[src/rtl/spi_pkg.sv]
// Shared SPI definitions: FSM state encoding and default sample width.
// Also imported by the sine-table slave side.
package spi_pkg;

  localparam int DATA_WIDTH_DEF = 12;

  typedef enum logic [1:0] {
    IDLE  = 2'd0,
    LOAD  = 2'd1,
    SHIFT = 2'd2,
    TAIL  = 2'd3
  } state_t;

endpackage

[src/rtl/spi_sck_gen.sv]
// SPI clock generator: half-period counter, sck register and edge strobes.
// Held at sck=0, count=0 while disabled.
module spi_sck_gen #(
  parameter int CLK_DIV = 4
) (
  input  logic clk,
  input  logic rst_n,
  input  logic en,
  output logic sck,
  output logic rise,
  output logic fall
);

  localparam int CW = $clog2(CLK_DIV);

  logic [CW-1:0] cnt;
  logic          tc;

  assign tc   = (cnt == CW'(CLK_DIV - 1));
  assign rise = en & tc & ~sck;
  assign fall = en & tc & sck;

  always_ff @(posedge clk or negedge rst_n) begin
    if (!rst_n) begin
      cnt <= '0;
      sck <= 1'b0;
    end else if (!en) begin
      cnt <= '0;
      sck <= 1'b0;
    end else if (tc) begin
      cnt <= '0;
      sck <= ~sck;
    end else begin
      cnt <= cnt + 1'b1;
    end
  end

endmodule

[src/rtl/spi_master_rx.sv]
// SPI master receiver: one MSB-first word per frame, sampled on sck fall.
// Frame = LOAD (ssel high), SHIFT (data bits), TAIL (slave advances).
module spi_master_rx
  import spi_pkg::*;
#(
  parameter int DATA_WIDTH  = DATA_WIDTH_DEF,
  parameter int CLK_DIV     = 4,
  parameter int LOAD_CYCLES = 2,
  parameter int TAIL_CYCLES = 1
) (
  input  logic                  clk,
  input  logic                  rst_n,
  input  logic                  start,
  input  logic                  miso,
  output logic                  sck,
  output logic                  ssel,
  output logic [DATA_WIDTH-1:0] sample,
  output logic                  sample_valid,
  output logic                  busy
);

  localparam int BW   = $clog2(DATA_WIDTH + 1);
  localparam int CMAX = (LOAD_CYCLES > TAIL_CYCLES) ?
                        LOAD_CYCLES : TAIL_CYCLES;
  localparam int CCW  = $clog2(CMAX + 1);

  state_t                state, state_n;
  logic [BW-1:0]         bit_cnt;
  logic [CCW-1:0]        cyc_cnt;
  logic [DATA_WIDTH-1:0] shreg;
  logic                  frame_done;
  logic                  fall;
  logic                  rise_unused;

  spi_sck_gen #(
    .CLK_DIV(CLK_DIV)
  ) u_sck (
    .clk  (clk),
    .rst_n(rst_n),
    .en   (state != IDLE),
    .sck  (sck),
    .rise (rise_unused),
    .fall (fall)
  );

  always_comb begin
    state_n    = state;
    frame_done = 1'b0;
    unique case (state)
      IDLE: begin
        if (start) state_n = LOAD;
      end
      LOAD: begin
        if (fall && cyc_cnt == CCW'(LOAD_CYCLES - 1))
          state_n = SHIFT;
      end
      SHIFT: begin
        if (fall && bit_cnt == BW'(DATA_WIDTH - 1))
          state_n = TAIL;
      end
      TAIL: begin
        if (fall && cyc_cnt == CCW'(TAIL_CYCLES - 1)) begin
          state_n    = IDLE;
          frame_done = 1'b1;
        end
      end
    endcase
  end

  always_ff @(posedge clk or negedge rst_n) begin
    if (!rst_n) begin
      state <= IDLE;
    end else begin
      state <= state_n;
    end
  end

  // ssel and busy follow the next state so they switch on the same edge
  always_ff @(posedge clk or negedge rst_n) begin
    if (!rst_n) begin
      ssel         <= 1'b1;
      busy         <= 1'b0;
      sample       <= '0;
      sample_valid <= 1'b0;
    end else begin
      ssel         <= !(state_n == SHIFT || state_n == TAIL);
      busy         <= (state_n != IDLE);
      sample_valid <= frame_done;
      if (frame_done) sample <= shreg;
    end
  end

  always_ff @(posedge clk or negedge rst_n) begin
    if (!rst_n) begin
      cyc_cnt <= '0;
      bit_cnt <= '0;
      shreg   <= '0;
    end else begin
      if (state_n != state)
        cyc_cnt <= '0;
      else if (fall && (state == LOAD || state == TAIL))
        cyc_cnt <= cyc_cnt + 1'b1;

      if (state != SHIFT)
        bit_cnt <= '0;
      else if (fall)
        bit_cnt <= bit_cnt + 1'b1;

      if (state == SHIFT && fall)
        shreg <= {shreg[DATA_WIDTH-2:0], miso};
    end
  end

endmodule

[config.mk]
export PLATFORM = sky130hd
export DESIGN_NAME = spi_master_rx
export DESIGN_NICKNAME = d
export VERILOG_FILES = /design/src/rtl/spi_pkg.sv /design/src/rtl/spi_sck_gen.sv /design/src/rtl/spi_master_rx.sv
export SDC_FILE = /design/constraint.sdc
export NUM_CORES = 1
export LEC_CHECK = 0
export ABC_AREA = 1
export CORE_ASPECT_RATIO = 0.9
export CORE_MARGIN = 2
export CORE_UTILIZATION = 42
export DETAILED_ROUTE_END_ITERATION = 8
export GPL_TIMING_DRIVEN = 0
export PLACE_DENSITY = 0.65
export REMOVE_ABC_BUFFERS = 1
export SLEW_MARGIN = 10
export SYNTH_ARGS = -nofsm -noshare
export SYNTH_HDL_FRONTEND = slang
export SYNTH_SLANG_ARGS = --single-unit
[constraint.sdc]
create_clock -name clk -period 2.1 [get_ports clk]
set_input_delay 0.21 -clock clk [delete_from_list [all_inputs] [get_ports clk]]
set_output_delay 0.21 -clock clk [all_outputs]
set_load 0.03 [all_outputs]
Word-level counts from Yosys, hierarchy flattened
Index checks and enable logic that the tools add are counted.

cells by class
  $add $sub $neg = 3
  equal/unequal tests = 11
  multiplexer cells = 15
  bitwise gates (word level) = 3
  reduce and logical (&&, ||, !) cells = 14

operator list
  cell                                           number
  2-to-1 mux 2 bit                               8
  == test 2 bit, second input constant           5
  2-to-1 mux 4 bit                               2
  one-hot mux 2 bit (4 select lines)             1
  nonzero test 2 bit                             4
  logical AND 1 bit                              5
  adder 2 x 1 -> 2 bit, second input constant    2
  adder 4 x 1 -> 4 bit, second input constant    1
  == test 2 x 1 -> 1 bit, second input constant  2
  == test 4 bit, second input constant           1
  logical NOT 2 bit                              2
  2-to-1 mux 1 bit                               4
  inequality test 2 bit, second input constant   2
  bitwise AND 1 bit                              2
  logical OR 1 bit                               2
  inequality test 2 bit                          1
  logical NOT 1 bit                              1
  NOT 1 bit                                      1

word-level totals
  flip-flop bits (word level) = 38
  input bits = 4
  output and inout bits = 16
  word-level logic and storage cells = 56

Logic depth before layout (Yosys ltp)
  depth in word-level cells = 9
  depth in mapped cells = 8

Hierarchy
From an unflattened synthesis, not the netlist that was laid out.

unflattened totals
  cells, all modules = 156
  area total of the unflattened synthesis = 1609.0 µm²

modules (own cells, without submodules)
  module         times used  cells an instance  area an instance (µm²)  sequential area each (µm²)
  spi_master_rx  1           140                1473.9                  877.1
  spi_sck_gen    1           16                 135.1                   75.1

Worst setup path before layout
Ideal clock, no wire load.

  path kind = register -> register
  start = register u_sck.sck
  end = register cyc_cnt[1]
  arrival = 1286 ps
  setup slack = 694 ps
  cell stages (with the launch flop) = 8
  path buffers = 0
  period minus slack after synthesis = 1406 ps
  cell sequence = dfrtp_1 > nand4_2 > inv_2 > nand2_1 > nand3_2 > nand3_1 > nand2_1 > nor2_1

on the way
  cells in the longest elaborated chain, start to end = 6

ends and longest elaborated chain
  what                                                           line                                                           RTL
  from (decl)                                                    spi_sck_gen.sv:9                                               output logic sck,
  from (signal assigned)                                         spi_sck_gen.sv:32                                              sck <= ~sck;
  bitwise AND 1 bit *                                            spi_sck_gen.sv:21                                              assign fall = en & tc & sck;
  logical AND 1 bit (on tied branches)                           spi_master_rx.sv:62, spi_master_rx.sv:54, spi_master_rx.sv:58
  2-to-1 mux 2 bit (on tied branches)                            spi_master_rx.sv:62, spi_master_rx.sv:54, spi_master_rx.sv:58
  one-hot mux 2 bit (4 select lines)                             spi_master_rx.sv:49                                            unique case (state)
  inequality test 2 bit                                          spi_master_rx.sv:99                                            if (state_n != state)
  2-to-1 mux 2 bit / nonzero test 2 bit (equally long branches)  -
  to (signal assigned)                                           spi_master_rx.sv:102                                           cyc_cnt <= cyc_cnt + 1'b1;
  to (decl)                                                      spi_master_rx.sv:29                                            logic [CCW-1:0] cyc_cnt;

Every way passes the cells marked *; elsewhere a longest branch is shown, timed or not.
A chain may end at the register's enable or synchronous reset.

Worst setup path in the final report
  start = register u_sck.cnt[0]
  end = register cyc_cnt[1]

on the way
  cells in the longest elaborated chain, start to end = 8

ends and longest elaborated chain
  what                                                           line                                                           RTL
  from (decl)                                                    spi_sck_gen.sv:16                                              logic [CW-1:0] cnt;
  from (signal assigned)                                         spi_sck_gen.sv:34                                              cnt <= cnt + 1'b1;
  == test 2 bit *                                                spi_sck_gen.sv:19                                              assign tc = (cnt == CW'(CLK_DIV - 1));
  bitwise AND 1 bit *                                            -
  bitwise AND 1 bit *                                            spi_sck_gen.sv:21
  logical AND 1 bit (on tied branches)                           spi_master_rx.sv:62, spi_master_rx.sv:54, spi_master_rx.sv:58
  2-to-1 mux 2 bit (on tied branches)                            spi_master_rx.sv:62, spi_master_rx.sv:54, spi_master_rx.sv:58
  one-hot mux 2 bit (4 select lines)                             spi_master_rx.sv:49
  inequality test 2 bit                                          spi_master_rx.sv:99
  2-to-1 mux 2 bit / nonzero test 2 bit (equally long branches)  -

Marks and branches as above.

==> impl_metrics.ini <==
[place]
io_buffers = 19
dp_slack_ps = 123
hpwl_um = 1860
globalplace.congestion = 0.772

[timing]
whs_ps = 13.6
tns_ps = 0
setup_slack_ps = 338
hold_viol = 0
max_freq_mhz = 567
relSlewSlack_pct = 45.6
period_share_pct = 83.9
rsz0062_at_grt = false
slew_viol_final = 0
fin_skew_ps = 3.87
fin_crit_ps = 1760
setup_viol_count_final = 0
tightest_slew_ps = 816

[die]
initial_utilization_pct = 44.2
ios = 20
die_x_um = 70.0
dieArea_sq_mm = 0.00444
fp-row-count = 21
die_h_um = 63.4
coreArea_sq_mm = 0.00373

[logic_synthesis]
ys.flop_type = dfrtp_1
synth-edff-count = 0
ys_async_sr_fraction_pct = 100
synth_area_sq_mm = 0.00165
ys_seq_elements = 38
syn_inst = 162
yosys_warnings = 0
synth_cell_types = 26
seq_area_frac_synth_pct = 57.8
avgSynthCellArea_sq_um = 10.2

[global_routing]
grt_pass1_wl_um = 4660
grt_antenna_before_repair = 0
grt_pass1_vias = 1082
grt_max_degree = 39
grt_usage_pct = 13.6
grt_overflow = 0

[detailed_routing]
drc = 0
wl_per_cell_um = 11.3
via_per_inst = 4.69
routed_wl_um = 2610
postRouteAntennaNets = 0
initialDrtViolationCount = 43
vias = 1083
dr.pass1.iters = 4

[pwr]
powerDensity_mw_per_mm2 = 1000
ir_drop_mv = 0.302
report.power.total_mw = 1.95
p_leak_nw = 0.891

[cts]
h-tree-depth = 2
cts_hold_buf = 0
cts_tree = yes
cts.clk_slew.worst_paths_ps = 70
clk_latency_ps = 280
clock_sinks = 38
cts-root-buf = clkbuf_8
cts_buffers = 5
cts_buffer_depth = 2

[worst_setup_path]
crit_top_cell = nand2_1
r2r-start = u_sck.cnt[0]
timing.rr.end = cyc_cnt[1]
crit_path_max_incr_delay_ps = 350
crit_start = u_sck.cnt[0]
crit_family = simple AND/OR/NAND/NOR gates
crit_arrival_ps = 1930
crit_cells = 8
cp_cell_sequence = ha_1 -> nand4_4 -> inv_2 -> nand2_1 -> nand3_2 -> nand3_1 -> nand2_1 -> nor2_1
cp_num_buf_inv = 1
path_class = reg2reg
rrSetupSlack_ps = 340
cp_max_fo = 25
required_ps = 2270
cp-start-kind = flop
reg2reg_depth = 8
endpoint_kind = flop
critPathCapture = cyc_cnt[1]
crit_slowest_cell = dfrtp_1

[flow_run]
cap_violations = 0

[cells_and_area]
final_cell_mix = dfrtp_1, nand2_1, inv_1
nets = 192
fin_util_pct = 52.2
antennaDiodeCount = 0
area_delta_synth_final_pct = 18.2
final_common_cell = dfrtp_1
drive_gt1_share_pct = 17.3

[worst_hold_path]
min_path_type = in2async

[status]
outcome = finished clean
==> worst min path at each step <==
stage,end,from,depth (start not counted),slack (ps)
2_1_floorplan,bit_cnt[0],rst_n,0,-90
3_3_place_gp,u_sck.cnt[0],u_sck.cnt[0],1,420
3_5_place_dp,shreg[4],rst_n,1,350
4_1_cts,shreg[4],rst_n,1,40
5_1_grt,sample[6],rst_n,1,80
6_report,sample[6],rst_n,1,10
==> cell type report <==
cell class                 instances  area [sq um]
tap                               46          57.6
inverter                          25          93.8
timing repair buffer              19           185
multi-input combinational         95           579
sequential                        38           952
fill                             334          1780
clock buffer                       8          80.1
==> per-layer routing <==
metal  vias to the layer above  global-route usage (%)  wire length (um)
li1                        556                       -                 -
met3                         7                    3.36                80
met5                         -                       0                 0
met4                         0                    7.21                68
met2                        18                    21.4              1210
met1                       502                    17.3              1240
==> what timing repair did <==
action / 4_1_cts / 5_1_grt
endpoints found under the setup margin: 0 / 2
resized for setup: 0 / 1
setup buffers: 0 / 0
==> registers in the layout, summed over array words and instances (netlist names), 2 cells and up <==
register and flops:
u_sck.cnt 2, sample 12, state 2, bit_cnt 4, cyc_cnt 2, shreg 12
==> cell families after synthesis <==
logic type      count (synthesis)  synth area share, %
flops                          38                 57.8
mux                             1                0.607
simple gates                   59                 18.1
compound gates                 28                 11.3
xor+xnor                        3                 1.59
fa+ha+maj                       4                 3.04
buf+inv                        29                 7.59
==> worst register-to-register path: stages, from the launching register on <==
cell     delay, ps
dfrtp_1        350
ha_1           350
nand4_4        350
inv_2          190
nand2_1        100
nand3_2         90
nand3_1         70
nand2_1         90
nor2_1          50
==> where the power goes <==
group / switching, mW / total (mW) / internal, mW
Sequential: 0.0887 / 0.931 / 0.843
Combinational: 0.353 / 0.557 / 0.204
Clock: 0.230 / 0.465 / 0.236
Total: 0.671 / 1.95 / 1.28
==> cells in the mapped netlist, types with 2 or more instances <==
library cell | count | area, sq um
inv_1 | 21 | 78.8
inv_2 | 4 | 15.0
dfrtp_1 | 37 | 926
nand3_1 | 7 | 35.0
o21ai_2 | 12 | 105
nand2_1 | 36 | 135
or2_2 | 2 | 12.5
a21oi_1 | 2 | 10.0
ha_1 | 4 | 50.1
nor2_1 | 5 | 18.8
o21ai_0 | 13 | 65.1
xor2_1 | 3 | 26.3
buf_6 | 2 | 22.5
nand3_2 | 2 | 20.0
==> per-stage QoR <==
stage | instance area (sq um) | instances
floorplan | 1620 | 158
global placement | 1860 | 223
detailed placement | 1860 | 223
CTS | 1940 | 231
global route | 1950 | 231
finish | 1950 | 231
Power figures use the tool's default switching activity.
==> RTL change 1 (config.mk and constraints unchanged) <==
Remove the register `ssel`: a continuous assignment takes its place, so the output `ssel` follows one clock earlier.
--- a/src/rtl/spi_master_rx.sv
+++ b/src/rtl/spi_master_rx.sv
@@ -79,10 +79,8 @@
   always_ff @(posedge clk or negedge rst_n) begin
     if (!rst_n) begin
-      ssel         <= 1'b1;
       busy         <= 1'b0;
       sample       <= '0;
       sample_valid <= 1'b0;
     end else begin
-      ssel         <= !(state_n == SHIFT || state_n == TAIL);
       busy         <= (state_n != IDLE);
       sample_valid <= frame_done;
@@ -90,4 +88,6 @@
     end
   end
+
+  assign ssel = !(state_n == SHIFT || state_n == TAIL);
 
   always_ff @(posedge clk or negedge rst_n) begin
Formal check against the unedited RTL: no difference found for any inputs over 10 cycles, from zero or initial values and one cycle with rst_n low; that may be too few to reach the edited logic, so the function may still have changed.
==> RTL change 1 against the original RTL <==
  * Setup slack worse by 240 ps
  * Total power is 1.3% higher
  * Via count is 1.2% higher
  * Wire length is 0.61% higher
  * Worst hold slack worse by 13 ps
  * Sequential cell count is 1 lower
  * Final area hardly changed
  * Clock skew is 0.74 ps higher
  * Synthesized area is 1.6% lower
  * Die area is 1.5% lower
==> RTL change 1: results (changes against the original RTL) <==
drt wl/cell 11.40 um (+1.1%); Cell Pwr Density 1016 nW/um^2 (+1.3%); met2 Resource Use GR 21.51% (+0.086 points); first-pass GRT wire length 4657 um (-0.15%); clock buffer depth 2 (unchanged); Yosys reg bits 37 (-2.6%); sequential fraction of the synthesis area 57.10% (-0.68 points); share of layout cells above drive strength 1 18.48% (+1.2 points); drt pass-1 iters 4 (unchanged); Data buffer area share 9.897% (+0.39 points); layout filler cell count 329 (-1.5%); layout clock buffer count 7 (-1); P_leak 0.8909 nW (about the same); Clk pwr share 24.7% (+0.9 points); Non-CTS buffers 20 (+1); # placed instances 222 (-0.45%); GRT Total Usage 13.94% (+0.35 points); Iteration-0 DRC Markers 69 (+60%); arrival time at the worst endpoint 1790 ps (-140 ps); routability congestion estimate 0.7743 (+0.36%); post-synthesis mux area share 0.6173% (+0.0098 points); internal reg-to-reg setup slack 280 ps (-60 ps); clock skew 4.612 ps (+0.7439 ps); Worst path top cell family by delay buffers and inverters; Post-DP Area 1833 sq um (-1.4%); dpl ws -20.15 ps (-142.9 ps); Post-Synth XOR/XNOR Area 1.620% (+0.026 points); Vias/cell 4.765 (+1.6%); P_seq 0.900 mW (-3.3%); Post-Synth Adder-Cell Area 3.086% (+0.049 points); VDD IR max 0.0004349 V (+44%); design internal power 1.298 mW (+1.3%); vias in the first global route 1074 (-0.74%); fraction of area in multi-input gates 30.33% (+0.60 points); synth top area cells dfrtp_1, nand2_1, o21ai_2; CP peak stage delay 390 ps (+40 ps); Mapped Cells 161 (-0.62%); Final Non-Filler Cells 230 (-0.43%); status complete, no violations; Register Area 925.9 sq um (-2.8%); grt met3 use 4.839% (+1.5 points); clk cell area share 4.434% (+0.32 points); Compound-Gate Fraction of Synth Area 11.50% (+0.18 points); HPWL Detailed 1857 um (-0.30%); library cells used by synthesis 25 (-3.8%); largest fanout on the critical path 6 (-76%); largest net degree at the start of global routing 38 (-2.6%); end of the critical path ssel
[RTL change 1: worst min path at each step]
stage / to / slack [ps] / cells past startpoint
3_3_place_gp: u_sck.cnt[0] / 420 / 1
2_1_floorplan: bit_cnt[0] / -90 / 0
3_5_place_dp: sample[3] / 350 / 1
6_report: shreg[2] / 1 / 1
5_1_grt: shreg[2] / 70 / 1
4_1_cts: shreg[2] / 30 / 1
[RTL change 1: layer usage]
layer  vias to the layer above  wire length [um]
met4                         0                59
met2                        23              1238
met1                       514              1225
met3                         5                97
li1                        554                 -
met5                         -                 0
[RTL change 1: metrics by stage]
stage	power [mW]	TNS (ps)	hold slack, ps
after floorplan	1.294	0	-85.59
after global placement	1.446	0	417.7
after detailed placement	1.470	-20.15	347.9
after CTS	1.984	0	29.73
after global routing	2.116	0	66.63
final	1.978	0	1.030
==> RTL change 2 (same flow settings) <==
Without the edit above. `CLK_DIV` is set to 4 in 2 places; all go to 8.
--- a/src/rtl/spi_sck_gen.sv
+++ b/src/rtl/spi_sck_gen.sv
@@ -2,5 +2,5 @@
 // Held at sck=0, count=0 while disabled.
 module spi_sck_gen #(
-  parameter int CLK_DIV = 4
+  parameter int CLK_DIV = 8
 ) (
   input  logic clk,
--- a/src/rtl/spi_master_rx.sv
+++ b/src/rtl/spi_master_rx.sv
@@ -5,5 +5,5 @@
 #(
   parameter int DATA_WIDTH  = DATA_WIDTH_DEF,
-  parameter int CLK_DIV     = 4,
+  parameter int CLK_DIV     = 8,
   parameter int LOAD_CYCLES = 2,
   parameter int TAIL_CYCLES = 1
Function: changed (Yosys sat finds a counterexample within 10 cycles, from zero or initial values and one cycle with rst_n low).
==> RTL change 2 against the original RTL <==
  * Final area increased by 6.4%
  * Setup slack got worse by 110 ps
  * Global-route usage increased by 1.5 points
  * Wire length increased by 16%
  * Sequential power decreased by 3.0%
  * Count of clock-buffer cells in the layout decreased by 3
  * Maximum frequency decreased by 6.0%
  * Sequential cell count increased by 1
  * Synthesized area increased by 2.7%
  * Total power decreased by 7.5%
  * Clock skew increased by 1.2 ps
==> RTL change 2: results (changes against the original RTL) <==
status complete, no violations; drt wl/cell 12.18 um (+8.0%); Layout Nets 211 (+9.9%); switching power 0.5879 mW (-12%); met2 Resource Use GR 25.12% (+3.7 points); dpl ws 61.30 ps (-61.43 ps); first-pass GRT wire length 5285 um (+13%); VDD IR max 0.0005520 V (+83%); Iteration-0 DRC Markers 58 (+35%); met1 Use GR 18.35% (+1.1 points); share of layout cells above drive strength 1 15.76% (-1.5 points); routability congestion estimate 0.8992 (+17%); #MultiIn Comb 104 (+9.5%); combinational power 0.420 mW (-25%); end of the critical path sample[10]; P_leak 0.9664 nW (+8.5%); routed wire length 3032 um (+16%); grt met3 use 3.785% (+0.43 points); area growth from synthesis to layout 22.56%; Rel. slew slack 71.21% (+26 points); Register Area 977.2 sq um (+2.6%); library cells used by synthesis 23 (-12%); Post-synth top cells nand2_1, dfrtp_1, inv_1; clk cell area share 4.043% (-0.067 points); wire length on met2 1505 um (+24%); Seq Cell Count 39 (+2.6%); fraction of area in multi-input gates 29.15% (-0.59 points); # placed instances 236 (+5.8%); largest fanout on the critical path 13 (-48%); routed metal-1 wire length 1370 um (+10%); clock skew 5.051 ps (+1.183 ps); Vias/cell 4.871 (+3.9%); sequential fraction of the synthesis area 57.77% (about the same); Non-CTS inverters 28 (+12%); Data buffer area share 11.83% (+2.3 points); WL met3 89 um (+11%); CTS Root Cell clkbuf_8; largest net degree at the start of global routing 27 (-31%); clock-net power 0.484 mW (+4%); Post-DP Area 1931 sq um (+3.8%); HPWL Detailed 2092 um (+12%); layout clock buffer count 5 (-3); GRT Total Usage 15.09% (+1.5 points); layout filler cell count 358 (+7.2%); Non-CTS buffers 24 (+5); smallest hold slack 380.9 ps (+367.3 ps); f_max 533.5 MHz (-6.0%); Mapped Cells 174 (+7.4%); Cell Pwr Density 871.6 nW/um^2 (-13%)
-- RTL change 2: changes by cell type in the layout (fill, tap and decap cells not counted), sizes merged, moves of 2 or more --
cell,delta
nor3,+2
clkinv,+3
buf,+4
nand2,+6
nand3,+3
inv,+3
clkbuf,-3
o21ai,+2
a21oi,-2
-- RTL change 2: logic make-up (layout without fill, tap and decap cells) --
family	Yosys count	in the layout	synth area share [%]
AOI/OAI and AO/OA	28	28	10.87
and+or+nand+nor	68	69	18.57
DFF	39	39	57.77
xor gates and xnor gates	2	2	1.036
buffers and inverters	32	60	8.061
adders and majority gates	5	5	3.698
-- RTL change 2: timing repair --
| item | 4_1_cts | 5_1_grt |
|---|---|---|
| setup endpoints to repair | 0 | 7 |
| resized for setup | 0 | 2 |
| hold endpoints to repair | 16 | 0 |
| buffers inserted | 0 | 3 |
| hold buffers | 1 | 0 |
